## src/rtl/alu_mc_pkg.sv

```systemverilog
// alu_mc_pkg
// Shared definitions for the multi-cycle ALU slice:
//   XLEN_DEFAULT  - default operand/result width
//   op_e          - 5-bit operation code (codes above OP_REMU are undefined)
//   state_e       - control FSM states
//   is_iterative  - true for the multiply/divide class
// The multiply/divide class is only implemented when ALU_MC_MULDIV_EN is defined.

package alu_mc_pkg;

    localparam int XLEN_DEFAULT = 32;

    typedef enum logic [4:0] {
        OP_PASSB  = 5'd0,
        OP_ADD    = 5'd1,
        OP_SUB    = 5'd2,
        OP_SLL    = 5'd3,
        OP_SLT    = 5'd4,
        OP_SLTU   = 5'd5,
        OP_XOR    = 5'd6,
        OP_SRL    = 5'd7,
        OP_SRA    = 5'd8,
        OP_OR     = 5'd9,
        OP_AND    = 5'd10,
        OP_MUL    = 5'd11,
        OP_MULH   = 5'd12,
        OP_MULHSU = 5'd13,
        OP_MULHU  = 5'd14,
        OP_DIV    = 5'd15,
        OP_DIVU   = 5'd16,
        OP_REM    = 5'd17,
        OP_REMU   = 5'd18
    } op_e;

    typedef enum logic [1:0] {
        ST_IDLE = 2'd0,
        ST_BUSY = 2'd1,
        ST_DONE = 2'd2
    } state_e;

    // Multiply/divide ops occupy one contiguous code range.
    function automatic logic is_iterative(input logic [4:0] op);
        return (op >= OP_MUL) && (op <= OP_REMU);
    endfunction

endpackage

```

## src/rtl/alu_mc_if.sv

```systemverilog
// alu_mc_if
// Request/response bundle of the multi-cycle ALU.
//   master: drives in_valid, op, a, b, out_ready; sees in_ready, out_valid, c, flags, err
//   slave : the ALU side of the same signals
// Flags: zf (c==0), sf (c msb), cf (a<b unsigned), of (ADD/SUB signed overflow),
// err (op code undefined in this build).

interface alu_mc_if #(
    parameter int XLEN = 32
);
    logic            in_valid;
    logic            in_ready;
    logic [4:0]      op;
    logic [XLEN-1:0] a;
    logic [XLEN-1:0] b;
    logic            out_valid;
    logic            out_ready;
    logic [XLEN-1:0] c;
    logic            zf;
    logic            sf;
    logic            cf;
    logic            of;
    logic            err;

    modport master (
        output in_valid, op, a, b, out_ready,
        input  in_ready, out_valid, c, zf, sf, cf, of, err
    );

    modport slave (
        input  in_valid, op, a, b, out_ready,
        output in_ready, out_valid, c, zf, sf, cf, of, err
    );
endinterface

```

## src/rtl/alu_mc_muldiv.sv

```systemverilog
// alu_mc_muldiv
// Unsigned radix-2 datapath: shift-add multiply or restoring divide on magnitudes.
// Only instantiated when ALU_MC_MULDIV_EN is defined.
//   clk, rstn        - clock, asynchronous active-low reset
//   start            - load magnitudes and begin XLEN steps
//   is_div           - 1: divide, 0: multiply
//   mag_a, mag_b     - multiplier/dividend and multiplicand/divisor magnitudes
//   done             - the step taken at the coming edge is the last one
//   hi_next, lo_next - register contents after the current step
//                      (multiply: {hi,lo} product; divide: hi=remainder, lo=quotient)

module alu_mc_muldiv #(
    parameter int XLEN = 32,
    parameter int CW   = $clog2(XLEN)
) (
    input  logic            clk,
    input  logic            rstn,
    input  logic            start,
    input  logic            is_div,
    input  logic [XLEN-1:0] mag_a,
    input  logic [XLEN-1:0] mag_b,
    output logic            done,
    output logic [XLEN-1:0] hi_next,
    output logic [XLEN-1:0] lo_next
);

    logic [XLEN-1:0] hi_q;
    logic [XLEN-1:0] lo_q;
    logic [XLEN-1:0] opb_q;
    logic            div_q;
    logic            busy_q;
    logic [CW-1:0]   cnt_q;
    logic [XLEN:0]   sum;
    logic [XLEN:0]   shifted;
    logic [XLEN:0]   diff;

    // done is exposed combinationally so the parent can register the final
    // result on the same edge as the last step, keeping latency at XLEN+1.
    assign done = busy_q && (cnt_q == '0);

    // One step: multiply adds the multiplicand into the upper half when the
    // multiplier lsb is set, then shifts the pair right; divide shifts the
    // dividend msb into the remainder and keeps the difference if non-negative.
    // In the divide case a negative difference implies shifted[XLEN] is 0,
    // so the restored remainder always fits in XLEN bits.
    always_comb begin
        sum     = {1'b0, hi_q} + (lo_q[0] ? {1'b0, opb_q} : {(XLEN+1){1'b0}});
        shifted = {hi_q, lo_q[XLEN-1]};
        diff    = shifted - {1'b0, opb_q};
        hi_next = sum[XLEN:1];
        lo_next = {sum[0], lo_q[XLEN-1:1]};
        if (div_q) begin
            if (!diff[XLEN]) begin
                hi_next = diff[XLEN-1:0];
                lo_next = {lo_q[XLEN-2:0], 1'b1};
            end else begin
                hi_next = shifted[XLEN-1:0];
                lo_next = {lo_q[XLEN-2:0], 1'b0};
            end
        end
    end

    // Operand load on start, then XLEN steps counted down from XLEN-1 to 0.
    always_ff @(posedge clk or negedge rstn) begin
        if (!rstn) begin
            hi_q   <= '0;
            lo_q   <= '0;
            opb_q  <= '0;
            div_q  <= 1'b0;
            busy_q <= 1'b0;
            cnt_q  <= '0;
        end else if (start) begin
            hi_q   <= '0;
            lo_q   <= mag_a;
            opb_q  <= mag_b;
            div_q  <= is_div;
            busy_q <= 1'b1;
            cnt_q  <= CW'(XLEN-1);
        end else if (busy_q) begin
            hi_q  <= hi_next;
            lo_q  <= lo_next;
            cnt_q <= cnt_q - 1'b1;
            if (cnt_q == '0) begin
                busy_q <= 1'b0;
            end
        end
    end

endmodule

```

## src/rtl/alu_mc.sv

```systemverilog
// alu_mc
// Multi-cycle integer ALU for the RV32IM EX stage. Single-cycle ops finish one
// cycle after accept; multiply/divide run XLEN radix-2 steps (XLEN+1 cycles).
// Results and flags are registered and held until out_ready.
//   clk, rstn - clock, asynchronous active-low reset
//   bus       - alu_mc_if.slave: in_valid/in_ready, op, a, b,
//               out_valid/out_ready, c, zf, sf, cf, of, err
// Build option: ALU_MC_MULDIV_EN enables the multiply/divide class; without it
// those codes behave as undefined ops and no multiply/divide logic exists.

module alu_mc
    import alu_mc_pkg::*;
#(
    parameter int XLEN = XLEN_DEFAULT,
    parameter int SHW  = $clog2(XLEN)
) (
    input  logic     clk,
    input  logic     rstn,
    alu_mc_if.slave  bus
);

    localparam logic [XLEN-1:0] MIN_NEG = {1'b1, {(XLEN-1){1'b0}}};

    state_e          state_q;
    state_e          state_d;
    logic            in_ready_c;
    logic            accept;
    logic [SHW-1:0]  shamt;
    logic [XLEN-1:0] fast_res;
    logic            fast_err;
    logic            start_iter;
    logic            acc_zf;
    logic            acc_sf;
    logic            acc_cf;
    logic            acc_of;
    logic            md_done;
    logic [XLEN-1:0] iter_res;
    logic            iter_cf;
    logic [XLEN-1:0] c_q;
    logic            zf_q;
    logic            sf_q;
    logic            cf_q;
    logic            of_q;
    logic            err_q;

    assign shamt = bus.b[SHW-1:0];

    // Result for everything that completes in one cycle, computed straight
    // from the request so it can be registered on the accept edge. Divide
    // fast paths (by zero, signed overflow) live here too; the iterative
    // result for the other multiply/divide cases comes from alu_mc_muldiv.
    always_comb begin
        fast_res = '0;
        fast_err = 1'b0;
        case (bus.op)
            OP_PASSB: fast_res = bus.b;
            OP_ADD:   fast_res = bus.a + bus.b;
            OP_SUB:   fast_res = bus.a - bus.b;
            OP_SLL:   fast_res = bus.a << shamt;
            OP_SLT:   fast_res = {{(XLEN-1){1'b0}}, $signed(bus.a) < $signed(bus.b)};
            OP_SLTU:  fast_res = {{(XLEN-1){1'b0}}, bus.a < bus.b};
            OP_XOR:   fast_res = bus.a ^ bus.b;
            OP_SRL:   fast_res = bus.a >> shamt;
            OP_SRA:   fast_res = $unsigned($signed(bus.a) >>> shamt);
            OP_OR:    fast_res = bus.a | bus.b;
            OP_AND:   fast_res = bus.a & bus.b;
`ifdef ALU_MC_MULDIV_EN
            OP_MUL, OP_MULH, OP_MULHSU, OP_MULHU: fast_res = '0;
            OP_DIV, OP_DIVU: fast_res = (bus.b == '0) ? '1 : bus.a;
            OP_REM, OP_REMU: fast_res = (bus.b == '0) ? bus.a : '0;
`endif
            default:  fast_err = 1'b1;
        endcase
    end

    // Flags for a one-cycle completion. Undefined ops clear every flag.
    always_comb begin
        acc_zf = (fast_res == '0);
        acc_sf = fast_res[XLEN-1];
        acc_cf = (bus.a < bus.b);
        acc_of = 1'b0;
        if (bus.op == OP_ADD) begin
            acc_of = (bus.a[XLEN-1] == bus.b[XLEN-1]) && (fast_res[XLEN-1] != bus.a[XLEN-1]);
        end else if (bus.op == OP_SUB) begin
            acc_of = (bus.a[XLEN-1] != bus.b[XLEN-1]) && (fast_res[XLEN-1] != bus.a[XLEN-1]);
        end
        if (fast_err) begin
            acc_zf = 1'b0;
            acc_sf = 1'b0;
            acc_cf = 1'b0;
            acc_of = 1'b0;
        end
    end

`ifdef ALU_MC_MULDIV_EN
    logic [4:0]        op_q;
    logic [XLEN-1:0]   a_q;
    logic [XLEN-1:0]   b_q;
    logic              neg_q;
    logic              a_neg;
    logic              b_neg;
    logic              neg_in;
    logic              div_fast;
    logic [XLEN-1:0]   mag_a;
    logic [XLEN-1:0]   mag_b;
    logic [XLEN-1:0]   md_hi;
    logic [XLEN-1:0]   md_lo;
    logic [2*XLEN-1:0] prod;

    // Sign decode at accept: the datapath works on magnitudes and a single
    // negate flag fixes the sign at the end. The remainder takes the sign of
    // the dividend, the quotient/product the xor of both operand signs.
    always_comb begin
        a_neg  = (bus.op inside {OP_MULH, OP_MULHSU, OP_DIV, OP_REM}) && bus.a[XLEN-1];
        b_neg  = (bus.op inside {OP_MULH, OP_DIV, OP_REM}) && bus.b[XLEN-1];
        mag_a  = a_neg ? -bus.a : bus.a;
        mag_b  = b_neg ? -bus.b : bus.b;
        neg_in = (bus.op == OP_REM) ? a_neg : (a_neg ^ b_neg);
        div_fast = ((bus.op >= OP_DIV) && (bus.b == '0))
                 || ((bus.op inside {OP_DIV, OP_REM}) && (bus.a == MIN_NEG) && (bus.b == '1));
        start_iter = is_iterative(bus.op) && !div_fast;
    end

    alu_mc_muldiv #(
        .XLEN (XLEN)
    ) u_muldiv (
        .clk     (clk),
        .rstn    (rstn),
        .start   (accept && start_iter),
        .is_div  (bus.op >= OP_DIV),
        .mag_a   (mag_a),
        .mag_b   (mag_b),
        .done    (md_done),
        .hi_next (md_hi),
        .lo_next (md_lo)
    );

    // Request capture for the iterative class: op selects the final result
    // and the operands give cf at completion.
    always_ff @(posedge clk or negedge rstn) begin
        if (!rstn) begin
            op_q  <= '0;
            a_q   <= '0;
            b_q   <= '0;
            neg_q <= 1'b0;
        end else if (accept) begin
            op_q  <= bus.op;
            a_q   <= bus.a;
            b_q   <= bus.b;
            neg_q <= neg_in;
        end
    end

    // Final selection and sign correction of the last datapath step.
    always_comb begin
        prod     = {md_hi, md_lo};
        if (neg_q) begin
            prod = -prod;
        end
        iter_res = prod[XLEN-1:0];
        case (op_q)
            OP_MULH, OP_MULHSU, OP_MULHU: iter_res = prod[2*XLEN-1:XLEN];
            OP_DIV, OP_DIVU:              iter_res = neg_q ? -md_lo : md_lo;
            OP_REM, OP_REMU:              iter_res = neg_q ? -md_hi : md_hi;
            default:                      iter_res = prod[XLEN-1:0];
        endcase
        iter_cf = (a_q < b_q);
    end
`else
    assign start_iter = 1'b0;
    assign md_done    = 1'b0;
    assign iter_res   = '0;
    assign iter_cf    = 1'b0;
`endif

    // State register.
    always_ff @(posedge clk or negedge rstn) begin
        if (!rstn) begin
            state_q <= ST_IDLE;
        end else begin
            state_q <= state_d;
        end
    end

    // Next state and handshake. DONE hands over to a new request in the same
    // cycle the result is consumed, so in_ready follows out_ready there.
    always_comb begin
        state_d    = state_q;
        in_ready_c = 1'b0;
        case (state_q)
            ST_IDLE: in_ready_c = 1'b1;
            ST_BUSY: begin
                if (md_done) begin
                    state_d = ST_DONE;
                end
            end
            ST_DONE: begin
                in_ready_c = bus.out_ready;
                if (bus.out_ready) begin
                    state_d = ST_IDLE;
                end
            end
            default: state_d = ST_IDLE;
        endcase
        accept = bus.in_valid && in_ready_c;
        if (accept) begin
            state_d = start_iter ? ST_BUSY : ST_DONE;
        end
    end

    // Output registers load on a one-cycle accept or on the last iterative
    // step and otherwise hold, so they are stable while a result waits.
    always_ff @(posedge clk or negedge rstn) begin
        if (!rstn) begin
            c_q   <= '0;
            zf_q  <= 1'b0;
            sf_q  <= 1'b0;
            cf_q  <= 1'b0;
            of_q  <= 1'b0;
            err_q <= 1'b0;
        end else if (accept && !start_iter) begin
            c_q   <= fast_err ? '0 : fast_res;
            zf_q  <= acc_zf;
            sf_q  <= acc_sf;
            cf_q  <= acc_cf;
            of_q  <= acc_of;
            err_q <= fast_err;
        end else if ((state_q == ST_BUSY) && md_done) begin
            c_q   <= iter_res;
            zf_q  <= (iter_res == '0);
            sf_q  <= iter_res[XLEN-1];
            cf_q  <= iter_cf;
            of_q  <= 1'b0;
            err_q <= 1'b0;
        end
    end

    assign bus.in_ready  = in_ready_c;
    assign bus.out_valid = (state_q == ST_DONE);
    assign bus.c         = c_q;
    assign bus.zf        = zf_q;
    assign bus.sf        = sf_q;
    assign bus.cf        = cf_q;
    assign bus.of        = of_q;
    assign bus.err       = err_q;

endmodule

```

## src/flat_wrapper.sv

```systemverilog
// flat-port wrapper written by rule: the top's interface ports become plain ports
module alu_mc_flat import alu_mc_pkg::*;
#(
    parameter int XLEN = XLEN_DEFAULT,
    parameter int SHW  = $clog2(XLEN)
)
  (clk, rstn, bus_in_valid, bus_op, bus_a, bus_b, bus_out_ready, bus_in_ready, bus_out_valid, bus_c, bus_zf, bus_sf, bus_cf, bus_of, bus_err);
  alu_mc_if #(.XLEN(XLEN)) bus_i ();
  input  logic clk;
  input  logic rstn;
  input wire logic [$bits(bus_i.in_valid)-1:0] bus_in_valid;
  input wire logic [$bits(bus_i.op)-1:0] bus_op;
  input wire logic [$bits(bus_i.a)-1:0] bus_a;
  input wire logic [$bits(bus_i.b)-1:0] bus_b;
  input wire logic [$bits(bus_i.out_ready)-1:0] bus_out_ready;
  output wire logic [$bits(bus_i.in_ready)-1:0] bus_in_ready;
  output wire logic [$bits(bus_i.out_valid)-1:0] bus_out_valid;
  output wire logic [$bits(bus_i.c)-1:0] bus_c;
  output wire logic [$bits(bus_i.zf)-1:0] bus_zf;
  output wire logic [$bits(bus_i.sf)-1:0] bus_sf;
  output wire logic [$bits(bus_i.cf)-1:0] bus_cf;
  output wire logic [$bits(bus_i.of)-1:0] bus_of;
  output wire logic [$bits(bus_i.err)-1:0] bus_err;
  assign bus_i.in_valid = bus_in_valid;
  assign bus_i.op = bus_op;
  assign bus_i.a = bus_a;
  assign bus_i.b = bus_b;
  assign bus_i.out_ready = bus_out_ready;
  assign bus_in_ready = bus_i.in_ready;
  assign bus_out_valid = bus_i.out_valid;
  assign bus_c = bus_i.c;
  assign bus_zf = bus_i.zf;
  assign bus_sf = bus_i.sf;
  assign bus_cf = bus_i.cf;
  assign bus_of = bus_i.of;
  assign bus_err = bus_i.err;
  alu_mc #(.XLEN(XLEN), .SHW(SHW)) u_core (.clk(clk), .rstn(rstn), .bus(bus_i));
endmodule
```

## config.mk

```make
export PLATFORM = sky130hd
export DESIGN_NAME = alu_mc_flat
export DESIGN_NICKNAME = d
export VERILOG_FILES = /design/src/rtl/alu_mc_pkg.sv /design/src/rtl/alu_mc_if.sv /design/src/rtl/alu_mc_muldiv.sv /design/src/rtl/alu_mc.sv /design/src/flat_wrapper.sv
export SDC_FILE = /design/constraint.sdc
export NUM_CORES = 1
export LEC_CHECK = 0
export ABC_AREA = 1
export CORE_ASPECT_RATIO = 1.2
export CORE_UTILIZATION = 55
export CTS_BUF_LIST = sky130_fd_sc_hd__clkbuf_16
export DETAILED_ROUTE_END_ITERATION = 16
export GPL_TIMING_DRIVEN = 1
export MAX_ROUTING_LAYER = met4
export PLACE_DENSITY_LB_ADDON = 0.1
export SLEW_MARGIN = 10
export SYNTH_ARGS = -nofsm -noshare
export SYNTH_HDL_FRONTEND = slang
export SYNTH_SLANG_ARGS = --single-unit
```

## constraint.sdc

```tcl
create_clock -name clk -period 1.4 [get_ports clk]
set_input_delay 0.28 -clock clk [delete_from_list [all_inputs] [get_ports clk]]
set_output_delay 0.28 -clock clk [all_outputs]
set_load 0.02 [all_outputs]
```

==> key figures, run 1 <==
Status
  – Status: stopped before the end
  – Stopped at: global routing
  – Error: [ERROR GRT-0116] Global routing finished with congestion. Check the congestion regions in the DRC Viewer.

Clock network
  – Htree depth: 2
  – TritonCTS Buffers: 5
  – Root Buffer: clkbuf_16
  – Sink Count: 37
  – CTS Buffer Depth: 2
  – Hold Buf Count CTS: 0

Synth
  – Synth async-reset ratio: 1.000
  – #FFs+latches synth: 37
  – Main synth FF type: dfrtp_1
  – Post-synth EDFFs: 0
  – Count of cell types in the netlist: 46
  – Syn Nets: 2482
  – Seq/Total Area, Yosys: 0.07728
  – Syn. warnings: 0
  – Mapped cell area: 0.01198 mm²
  – Cell count after synthesis: 2303
  – Avg Cell Area, Syn: 5.202 µm²

Floorplanning
  – IO Pins: around 110
  – # rows: a little under 60
  – Initial core utilization: 0.5654
  – Chip Height: roughly 160 µm
  – Die Wd: 136.7 µm

Placed design
  – Final GP Congestion: 1.281
  – DPL Wire Length: slightly above 50000 µm
  – Placed insts: 3086
  – Placed Area: between 0.015 and 0.02 mm²
  – Port Buffers: between 100 and 150

GRT
  – Largest net degree at the start of global routing: between 60 and 70
  – Grt ovf: 683
  – All-layer global routing usage: 0.9077
  – First-pass GRT wire length: 150800 µm
  – Number of global-route vias before repair: 25410
==> cell usage after synthesis (2+ instances only) <==
cell type | number | area (µm²)
nand2_1 | 750 | 2815
nand3_1 | 459 | 2297
inv_1 | 268 | 1006
nor2_1 | 213 | 799.5
ha_1 | 104 | 1301
a21oi_1 | 77 | 385.4
o21ai_0 | 59 | 295.3
buf_2 | 45 | 225.2
dfrtp_1 | 37 | 925.9
nand4_1 | 33 | 206.5
o22ai_1 | 30 | 187.7
nand2_2 | 27 | 168.9
clkbuf_1 | 22 | 82.58
nor3_1 | 22 | 110.1
inv_2 | 19 | 71.32
o21bai_1 | 15 | 112.6
buf_4 | 14 | 105.1
nand3_2 | 14 | 140.1
nor2_2 | 14 | 87.58
o21ai_1 | 11 | 55.05
nand2_4 | 7 | 78.83
o211ai_1 | 7 | 52.55
buf_1 | 6 | 22.52
buf_6 | 6 | 67.56
or2_2 | 5 | 31.28
clkinv_1 | 4 | 15.01
nor2_4 | 4 | 45.04
and2_1 | 3 | 18.77
nand3b_1 | 3 | 22.52
a31oi_1 | 2 | 12.51
clkbuf_2 | 2 | 10.01
fa_1 | 2 | 40.04
nand3_4 | 2 | 35.03
nor3_2 | 2 | 20.02
o2111ai_1 | 2 | 17.52
o211a_1 | 2 | 20.02
o21a_1 | 2 | 15.01
==> stage by stage <==
stage | worst slack [ns] | hold WS, ns
4_1_cts | -1.019 | 0.05284
3_5_place_dp | -2.104 | 0.3545
3_3_place_gp | -2.024 | 0.3396
2_1_floorplan | -0.8335 | -0.01559
==> what timing repair did <==
item / CTS
endpoints found under the setup margin: 75
resized for setup: 825
pin swaps: 206
gates cloned: 2
setup buffers: 72
==> routing by layer <==
| layer | track usage | overflow |
|---|---|---|
| met1 | 0.8590 | 15 |
| met2 | 1.078 | 505 |
| met3 | 0.7449 | 16 |
| met4 | 0.9303 | 147 |
| met5 | - | - |
==> logic make-up after synthesis <==
family          share of synthesized area
simple gates                       0.5763
buf+inv                            0.1358
compound gates                    0.09869
fa+ha+maj                          0.1120
flops                             0.07728
==> run 2, diff against run 1 <==
Settings changed: CORE_ASPECT_RATIO 1.2 to default, CORE_UTILIZATION 55 to 40, CTS_BUF_LIST sky130_fd_sc_hd__clkbuf_16 to default, MAX_ROUTING_LAYER met4 to default, PLACE_DENSITY_LB_ADDON 0.1 to 0.15.
Clock period 1.4 ns to 1.8 ns, I/O delays scaled along.
==> run 2 against run 1 <==
  * The flow now finishes, with violations (setup timing)
  * Synthesized cell count stayed put
  * Area after synthesis stayed put
==> key figures, run 2 <==
Status
  – Status: complete, but fails checks
  – Failing checks: setup timing

Final layout
  – Layout cell share with drive strength beyond 1: 0.4819
  – Synth-to-layout area growth: 84.03%
  – Fill cells: 2262
  – Commonest non-fill, non-tap cell in the layout: buf_4
  – Max reg flops: 31
  – Diode count: 0
  – Fin nets: 3210
  – Commonest cells after routing, fill and taps aside: buf_4, nand2_1, nand3_1

Detailed routing
  – 1st-iter DRT viols: 2585
  – WL per Instance: 22.61 µm
  – Routed vias/inst: slightly below 6
  – Total wire length: 77220 µm
  – Post-route ant nets: 0
  – Pre-antenna DRT Iters: 7
  – Vias: 20220
  – # DRC: 0

Hold path
  – Worst min path class: primary input to async pin

STA
  – Unrepaired setup endpoints after global routing: true
  – Final Hold Viols: 0
  – Final setup violation count: 36
  – Fin crit period: 2.480 ns
  – F_max: around 400 MHz
  – Final Cycle Share: 1.378
  – Slew Limit Fails: 0
  – Final worst slack: -0.6800 ns
  – Layout Skew: 0.006545 ns
  – Worst Hold Slack: 0.1839 ns
  – Rel. slew slack: 0.4116
  – Worst-Margin Slew: around 0.88 ns

Synth
  – Post-synth EDFFs: 0 (unchanged)
  – Top post-synthesis cells by count: nand2_1, nand3_1, inv_1, nor2_1, ha_1
  – Count of cell types in the netlist: 46 (unchanged)
  – Syn Nets: 2482 (unchanged)
  – Main synth FF type: dfrtp_1
  – Seq/Total Area, Yosys: 0.07728 (unchanged)
  – Avg Cell Area, Syn: 5.202 µm² (unchanged)
  – Top post-synthesis cells by area: nand2_1, nand3_1, ha_1, inv_1, dfrtp_1
  – Synth async-reset ratio: 1.000 (unchanged)
  – Syn. warnings: 0 (unchanged)
  – Area share of the largest cell type after synthesis: 0.2350 (unchanged)
  – Mapped cell area: 0.01198 mm² (unchanged)
  – Cell count after synthesis: 2303 (unchanged)
  – Synth area leader: nand2_1
  – #FFs+latches synth: 37 (unchanged)
  – Count leader, synth: nand2_1

Setup path
  – CP required: 2.03 ns
  – CP Max Fanout: 5
  – Crit path DAT: 2.71 ns
  – CP Capture Type: flip-flop
  – CP Class: primary input to flip-flop
  – Startpoint Class: primary input

Floorplanning
  – Initial core utilization: 0.4118 (-0.1535)
  – Die area: 0.03065 mm²
  – IO Pins: 112 (unchanged)
  – Chip Height: 175.1 µm (+7.0%)
  – # rows: 62 (+6.9%)
  – Die Wd: 175.1 µm (+28%)
  – Core Box Area: 0.02909 mm²

Clock network
  – Htree depth: 2 (unchanged)
  – Hold Buf Count CTS: 0 (unchanged)
  – CTS Buffer Depth: 2 (unchanged)
  – Clk slew on worst S/H paths: 0.06 ns
  – Worst-skew pair later-pin latency: 0.29 ns
  – Sink Count: 37 (unchanged)
  – CTS tree: built
  – Root Buffer: clkbuf_16
  – TritonCTS Buffers: 5 (unchanged)

Placed design
  – Final GP Congestion: 1.073 (-16%)
  – Port Buffers: 111 (unchanged)
  – DPL Wire Length: 58320 µm (+15%)
  – Place WS: -1.922 ns (+0.1816 ns)

GRT
  – All-layer global routing usage: 0.4772
  – Initial antenna violation count: 0
  – Largest net degree at the start of global routing: between 60 and 70
  – Grt met1 use: 0.5843
  – Busiest grt layer: met2
  – First-pass GRT wire length: 110600 µm
  – GR Util met2: 0.7690
  – Grt ovf: 0
  – Met3 Usage GRT: 0.1029
  – Number of global-route vias before repair: 19260

Job
  – Max-cap violations: 0

Power
  – Leakage: 11.37 nW
  – Power density over cell area: between 300 and 400 mW/mm²
  – Max VDD drop: 367.2 µV
run 2: worst max-delay path, stage by stage:
cell      delay, ns
buf_12         0.12
ha_4           0.16
fa_2           0.37
nand2_4        0.10
nand2_2        0.05
nand3b_1       0.18
nand2_4        0.14
nand2_4        0.10
nand2_4        0.06
buf_12         0.13
nand2_2        0.06
nand2_4        0.07
o21ai_4        0.14
nand3_2        0.10
nor2_4         0.19
nand3_2        0.13
nor2_1         0.11
nand2_1        0.06
nand2_1        0.05
run 2: path summary, 6_finish.rpt:
| check | start | endpoint | slack, ns | depth (start not counted) |
|---|---|---|---|---|
| setup / recovery | bus_b[0] | u_core.bus.zf | -0.68 | 19 |
| hold / removal | rstn | u_core.bus.c[29] | 0.18 | 1 |
| setup reg to reg | u_core.state_q[1] | u_core.bus.zf | 0.25 | 11 |
| hold reg to reg | u_core.bus.c[22] | u_core.bus.c[22] | 0.49 | 1 |
| max in group asynchronous | rstn | u_core.bus.c[7] | 1.06 | 1 |
| min in group clk | u_core.bus.c[22] | u_core.bus.c[22] | 0.49 | 1 |
run 2: metrics by stage:
stage / instance area, µm² / power (mW) / utilization / instances / TNS, ns
5_1_grt: 22050 / 9.023 / 0.7579 / 3416 / -17.29
4_1_cts: 21270 / 8.053 / 0.7312 / 3392 / -12.01
2_1_floorplan: 12280 / 3.360 / - / 2303 / -8.137
3_3_place_gp: 17910 / 5.893 / 0.6156 / 3297 / -46.62
3_5_place_dp: 17910 / 5.952 / 0.6156 / 3297 / -48.09
6_report: 22050 / 8.690 / 0.7579 / 3416 / -15.46
run 2: where the power goes:
group          internal (mW)  switching, mW
Combinational           2.85           3.79
Clock                  0.693          0.369
Sequential             0.925         0.0566
run 2: cell families (layout without fill, tap and decap cells):
group                      Yosys count  in the layout  share of synthesized area
buffers and inverters              388           1115                     0.1358
DFF                                 37             37                    0.07728
and+or+nand+nor                   1562           1564                     0.5763
AOI/OAI and AO/OA                  210            210                    0.09869
adders and majority gates          106            106                     0.1120
run 2: layout make-up:
| cell class | instances | area [µm²] | share of cell area |
|---|---|---|---|
| multi-input combinational | 1880 | 12260 | 0.5559 |
| clock inverter | 1 | 30.03 | 0.001362 |
| clock buffer | 7 | 142.6 | 0.006470 |
| timing repair buffer | 815 | 6997 | 0.3173 |
| inverter | 292 | 1216 | 0.05516 |
| tap | 384 | 480.5 | 0.02179 |
| sequential | 37 | 925.9 | 0.04200 |
run 2: layer usage:
| metal | vias up | part of all wire |
|---|---|---|
| li1 | 8930 | - |
| met1 | 9433 | 0.37 |
| met2 | 1417 | 0.44 |
| met3 | 438 | 0.11 |
| met4 | 0 | 0.082 |
| met5 | - | 0 |
run 2: what timing repair did:
action                     in CTS  in global routing
hold endpoints to repair        0                  0
buffers inserted               91                 30
gates resized for setup       990                160
pin swaps                     223                120
gates cloned                    3                  1
setup endpoints to repair      37                 36
Power figures use the tool's default switching activity.
==> run 3, diff against run 2 <==
Settings changed: SYNTH_HIERARCHICAL from default to 1.
==> run 3 against run 2 <==
  * The flow still finishes with violations (setup timing)
  * Via count grew 0.79%
  * Critical path type unchanged
  * First-iteration DRC count increased by 2.8%
  * Flip-flop and latch count unchanged
  * Register-to-register slack lost 0.03 ns
  * Hold slack worse by 0.067 ns
  * Clock power up 16%
  * Highest routed layer is now met5
  * Largest power group unchanged
  * Sequential power is 0.5% higher
==> key figures, run 3 <==
Status
  – Status: complete, but fails checks
  – Failing checks: setup timing

Synth
  – Xor-xnor portion of the synthesized cell area: 0.0007264 (+0.0007264)
  – Synth area leader: nand2_1
  – Adder and majority gate portion of the synthesized area: 0.1112 (-0.0007203)
  – Top post-synthesis cells by area: nand2_1, nand3_1, ha_1, inv_1, nor2_1
  – Mux cell area share after synthesis: 0 (unchanged)
  – Syn. warnings: 6 (+6)
  – Synth async-reset ratio: 1.000 (unchanged)
  – #FFs+latches synth: 37 (unchanged)
  – Main combinational cell family by area after synthesis: simple AND/OR/NAND/NOR gates
  – Mapped cell area: 0.01206 mm² (+0.65%)
  – Seq/Total Area, Yosys: 0.07679 (-0.0004972)
  – Cell count after synthesis: 2395 (+4.0%)
  – Synth Area in Compound Gates: 0.08965 (-0.009040)
  – Syn Nets: 2574 (+3.7%)
  – Count of cell types in the netlist: 44 (-4.3%)
  – Count leader, synth: nand2_1
  – Avg Cell Area, Syn: 5.035 µm² (-3.2%)
  – Post-synthesis simple-gate area fraction: 0.5838 (+0.007499)
  – Top post-synthesis cells by count: nand2_1, nand3_1, inv_1, nor2_1, ha_1
  – Main synth FF type: dfrtp_1
  – Area share of the largest cell type after synthesis: 0.2733 (+0.03833)
  – Post-synth EDFFs: 0 (unchanged)

Final layout
  – Commonest cells after routing, fill and taps aside: nand2_1, buf_4, nand3_1
  – Diode count: 0 (unchanged)
  – Commonest non-fill, non-tap cell in the layout: nand2_1
  – Fin nets: 3262 (+1.6%)
  – Core Util, Final: 0.7393 (-0.01862)
  – Layout cell share with drive strength beyond 1: 0.4630 (-0.01883)
  – Multi-input logic area: 0.01244 mm² (+1.5%)
  – Max reg flops: 32 (+3.2%)
  – Seq. cell area: 925.9 µm² (unchanged)
  – Fill cells: 2444 (+8.0%)
  – Synth-to-layout area growth: 81.72%

Setup path
  – CP Capture Type: flip-flop
  – Startpoint Class: primary input
  – Crit-path slowest cell: fa_2
  – CP required: 2.04 ns (about the same)
  – CP max stage delay: 0.41 ns (+0.04 ns)
  – CP Class: primary input to flip-flop
  – Reg-to-reg startpoint: u_core/state_q[1]
  – CP cell instances: buf_8 > ha_4 > fa_2 > nand2_2 > nand2_4 > nand3_2 > nand2_2 > buf_6 > nand3_1 > nand3_1 > nor2_1 > buf_4 > nand3b_1 > nor2_2 > nand2_2 > nor2_2 > nand2_1 > nor2_1 > nand2_1 > nand2_1
  – Crit path DAT: 2.76 ns (+0.05 ns)
  – Crit path from: bus_b[0]
  – CP Max Fanout: 3 (-2)

GRT
  – Number of global-route vias before repair: 19090 (-0.88%)
  – Grt ovf: 0 (unchanged)
  – Largest net degree at the start of global routing: 72 (+18%)
  – First-pass GRT wire length: 109200 µm (-1.3%)
  – Initial antenna violation count: 1 (+1)
  – All-layer global routing usage: 0.4673 (-0.009874)

Placed design
  – Final GP Congestion: 1.079 (+0.62%)
  – Port Buffers: 111 (unchanged)
  – DPL Wire Length: 58630 µm (+0.53%)
  – Place WS: -1.883 ns (+0.03882 ns)

Power
  – Leakage: 11.42 nW (+0.45%)
  – Power density over cell area: 407.5 mW/mm² (+3.4%)
  – Max VDD drop: 373.9 µV (+1.8%)

Floorplanning
  – Core Box Area: 0.02964 mm² (+1.9%)
  – Die area: 0.03084 mm² (+0.64%)
  – Chip Height: 175.6 µm (+0.32%)
  – # rows: 63 (+1.6%)
  – IO Pins: 112 (unchanged)
  – Initial core utilization: 0.4068 (-0.004998)
  – Die Wd: 175.6 µm (+0.32%)

Detailed routing
  – WL per Instance: 22.29 µm (-1.4%)
  – # DRC: 0 (unchanged)
  – 1st-iter DRT viols: 2658 (+2.8%)
  – Vias: 20380 (+0.79%)
  – Routed vias/inst: 5.866 (-0.89%)
  – Total wire length: 77450 µm (+0.30%)
  – Post-route ant nets: 0 (unchanged)
  – Pre-antenna DRT Iters: 7 (unchanged)

STA
  – Layout Skew: 0.004585 ns (-0.001961 ns)
  – Worst-Margin Slew: 0.5225 ns (-0.3601 ns)
  – Final setup violation count: 35 (-2.8%)
  – Final worst slack: -0.7157 ns (-0.03577 ns)
  – Final Cycle Share: 1.398 (+0.01987)
  – Slew Limit Fails: 0 (unchanged)
  – F_max: 397.5 MHz (-1.4%)
  – Final Hold Viols: 0 (unchanged)
  – Unrepaired setup endpoints after global routing: true
  – Rel. slew slack: 0.6517 (+0.2400)
  – Fin crit period: 2.516 ns (+0.03577 ns)
  – Worst Hold Slack: 0.1173 ns (-0.06660 ns)

Clock network
  – CTS Buffer Depth: 2 (unchanged)
  – Clk slew on worst S/H paths: 0.07 ns (about the same)
  – Htree depth: 2 (unchanged)
  – Root Buffer: clkbuf_16
  – Hold Buf Count CTS: 0 (unchanged)
  – TritonCTS Buffers: 5 (unchanged)
  – Sink Count: 37 (unchanged)
  – CTS tree: built
  – Worst-skew pair later-pin latency: 0.30 ns (about the same)

Job
  – Max-cap violations: 0 (unchanged)

Hold path
  – Worst min path class: primary input to async pin
==> run 3: final cells by class <==
cell class / count / area share
clock buffer: 5 / 0.005710
sequential: 37 / 0.04226
inverter: 295 / 0.05288
clock inverter: 3 / 0.003141
tap: 390 / 0.02227
timing repair buffer: 784 / 0.3060
multi-input combinational: 1960 / 0.5678
==> run 3: through the flow <==
step                instances  instance area (µm²)  TNS, ns  total power [mW]
detailed placement       3369                17710   -47.68             5.927
global placement         3369                17710   -47.51             5.887
global route             3474                21910   -17.19             9.269
CTS                      3441                20210   -14.76             7.955
floorplan                2395                12290   -10.41             3.343
finish                   3474                21910   -14.89             8.930
==> run 3: routing by layer <==
metal | GRT usage | up-vias | routed length [µm] | part of all wire
li1 | - | 9030 | - | -
met2 | 0.7372 | 1435 | 33610 | 0.43
met4 | 0.2391 | 2 | 5808 | 0.075
met3 | 0.1145 | 445 | 8722 | 0.11
met1 | 0.5878 | 9466 | 29300 | 0.38
met5 | 0 | - | 10 | 0.00013
==> run 3: cell families after synthesis <==
family	Yosys count
compound gates	195
xor+xnor	1
fa+ha+maj	106
buf+inv	398
flops	37
simple gates	1658
==> run 3: path summary, 6_finish.rpt <==
kind | to | cells after the start | slack, ns
hold reg to reg | u_core/bus.c[1] | 2 | 0.48
min in group clk | u_core/bus.c[1] | 2 | 0.48
setup reg to reg | u_core/bus.zf | 12 | 0.22
setup / recovery | u_core/bus.zf | 20 | -0.72
max in group asynchronous | u_core/bus.c[0] | 2 | 1.31
hold / removal | u_core/bus.zf | 2 | 0.12
==> run 3: worst max-delay path, delay by kind of cell <==
family,cells,cell delay (ns)
and+or+nand+nor,15,1.43
adders and majority gates,2,0.57
buffers and inverters,3,0.39
==> run 3: where the power goes <==
part	leakage (nW)	total (mW)	internal, mW	switching, mW
registers	0.495	0.986	0.924	0.0623
logic	10.8	6.72	2.87	3.85
clock network	0.0944	1.23	0.801	0.428
==> run 3: what timing repair did <==
item | in CTS | in global routing
buffers inserted | 64 | 41
gates cloned | 1 | 3
setup endpoints to repair | 36 | 36
gates resized for setup | 716 | 454
pin swaps | 157 | 182
==> RTL edit, RTL diff (config.mk and constraints of run 2) <==
Change the package constant `XLEN_DEFAULT` from 32 to 16.
--- a/src/rtl/alu_mc_pkg.sv
+++ b/src/rtl/alu_mc_pkg.sv
@@ -10,3 +10,3 @@
 
-    localparam int XLEN_DEFAULT = 32;
+    localparam int XLEN_DEFAULT = 16;
 
Interface: changed (resized bus_a, bus_b and bus_c); port bits go from 112 to 64. The function was not compared with the original's and may differ.
==> RTL edit against run 2 <==
The flow still finishes with violations (setup timing). Sequential power fell by 43%. Sequential cell count fell by 16. Die area fell by 55%. Non-clock buffer count fell by 488. Fmax rose by 21%. Setup slack improved by 0.43 ns. Power fell by 58%. Clock power fell by 55%. Critical path depth fell by 3. Routed wire length fell by 66%. Design area fell by 56%. Core utilization fell by 0.67 points. Largest power group unchanged. Combinational power fell by 60%. Critical endpoint unchanged. Area after synthesis fell by 55%.
==> RTL edit: results (changes against run 2) <==
[logic_synthesis]
synth-compound-area-share = 0.0917  ; was 0.0987
ys_seq_elements = 21  ; was 37
synth_fa_ha_area_frac = 0.134  ; was 0.112
yosys.area_share.xor_xnor = 0.00328  ; was 0
yosysSeqAreaShare = 0.0985  ; was 0.0773
synth_area_leaders = nand2_1, nand3_1, ha_1  ; unchanged
synthesized_net_count = 1110  ; was 2,482
post_synth_most_frequent_cells = nand2_1, nand3_1, inv_1  ; unchanged
syn_area_per_cell_um2 = 5.27  ; was 5.20 um^2

[worst_setup_path]
crit_start = bus_a[0]  ; was bus_b[0]
crit_path_max_fanout = 4  ; was 5
setup.reg_to_reg.worst_slack_ns = 0.40  ; was 0.25 ns
r2r.worst_path.cells = 10  ; was 11

[sta]
slew_headroom = 0.595  ; was 0.412
timing.final.ws_setup_ns = -0.248  ; was -0.680 ns
setup-tns-final_ns = -2.01  ; was -15.46 ns
setup_viol = 17  ; was 36

[grt]
grt_util_met1 = 0.471  ; was 0.584
gr-usage-all-layers = 0.360  ; was 0.477
globalRouteMet3Util = 0.0441  ; was 0.103

[routing]
first_iter_violations = 748  ; was 2,585
viasPerCell = 5.51  ; was 5.92
wl_per_cell_um = 17.7  ; was 22.6 um
drt_pass1_iterations = 6  ; was 7
wl_met2_mm = 12.0  ; was 33.8 mm
sum_of_routed_wire_segments_on_met1_mm = 10.5  ; was 28.4 mm

[clock_network]
post_cts_buffers = 44  ; was 91
cts_resized = 451  ; was 990
cts_buffers = 3  ; was 5

[placement]
routabilityCongestion = 0.981  ; was 1.07
buffer_ports.inserted = 63  ; was 111

[status]
violations = setup timing  ; unchanged
outcome = finished with violations  ; unchanged

[final_layout]
largest_register_ff_count = 15  ; was 31
clock_tree_area_fraction = 0.00831  ; was 0.00783
area.share.sequential = 0.0545  ; was 0.0420
layout.nonclk_buf_frac = 0.287  ; was 0.317
multi_input_cells = 832  ; was 1,880
final-instance-count-excl-fill = 1482  ; was 3,416

==> RTL edit: cell count changes in the layout (fill, tap and decap cells not counted), moves of 47 or more <==
cell            run 2  this run
buf_4             602       220
nand2_1           583       297
nand3_1           373       127
inv_1             174        66
nand2_2           153        57
nor2_1            101        50
inv_2              88        40
buf_6              96        49
==> RTL edit: power breakdown <==
group,total (mW),switching (mW),leakage (nW),internal (mW)
registers,0.556,0.0309,0.278,0.525
clock network,0.481,0.182,0.0409,0.299
logic,2.65,1.47,4.62,1.19
==> RTL edit: stage by stage <==
| stage | cell area [um^2] | util | hold slack [ns] |
|---|---|---|---|
| 2_1_floorplan | 5430 | - | 0.0644 |
| 3_3_place_gp | 7600 | 0.592 | 0.468 |
| 3_5_place_dp | 7600 | 0.592 | 0.471 |
| 4_1_cts | 8980 | 0.701 | 0.462 |
| 5_1_grt | 9630 | 0.751 | 0.504 |
| 6_report | 9630 | 0.751 | 0.450 |
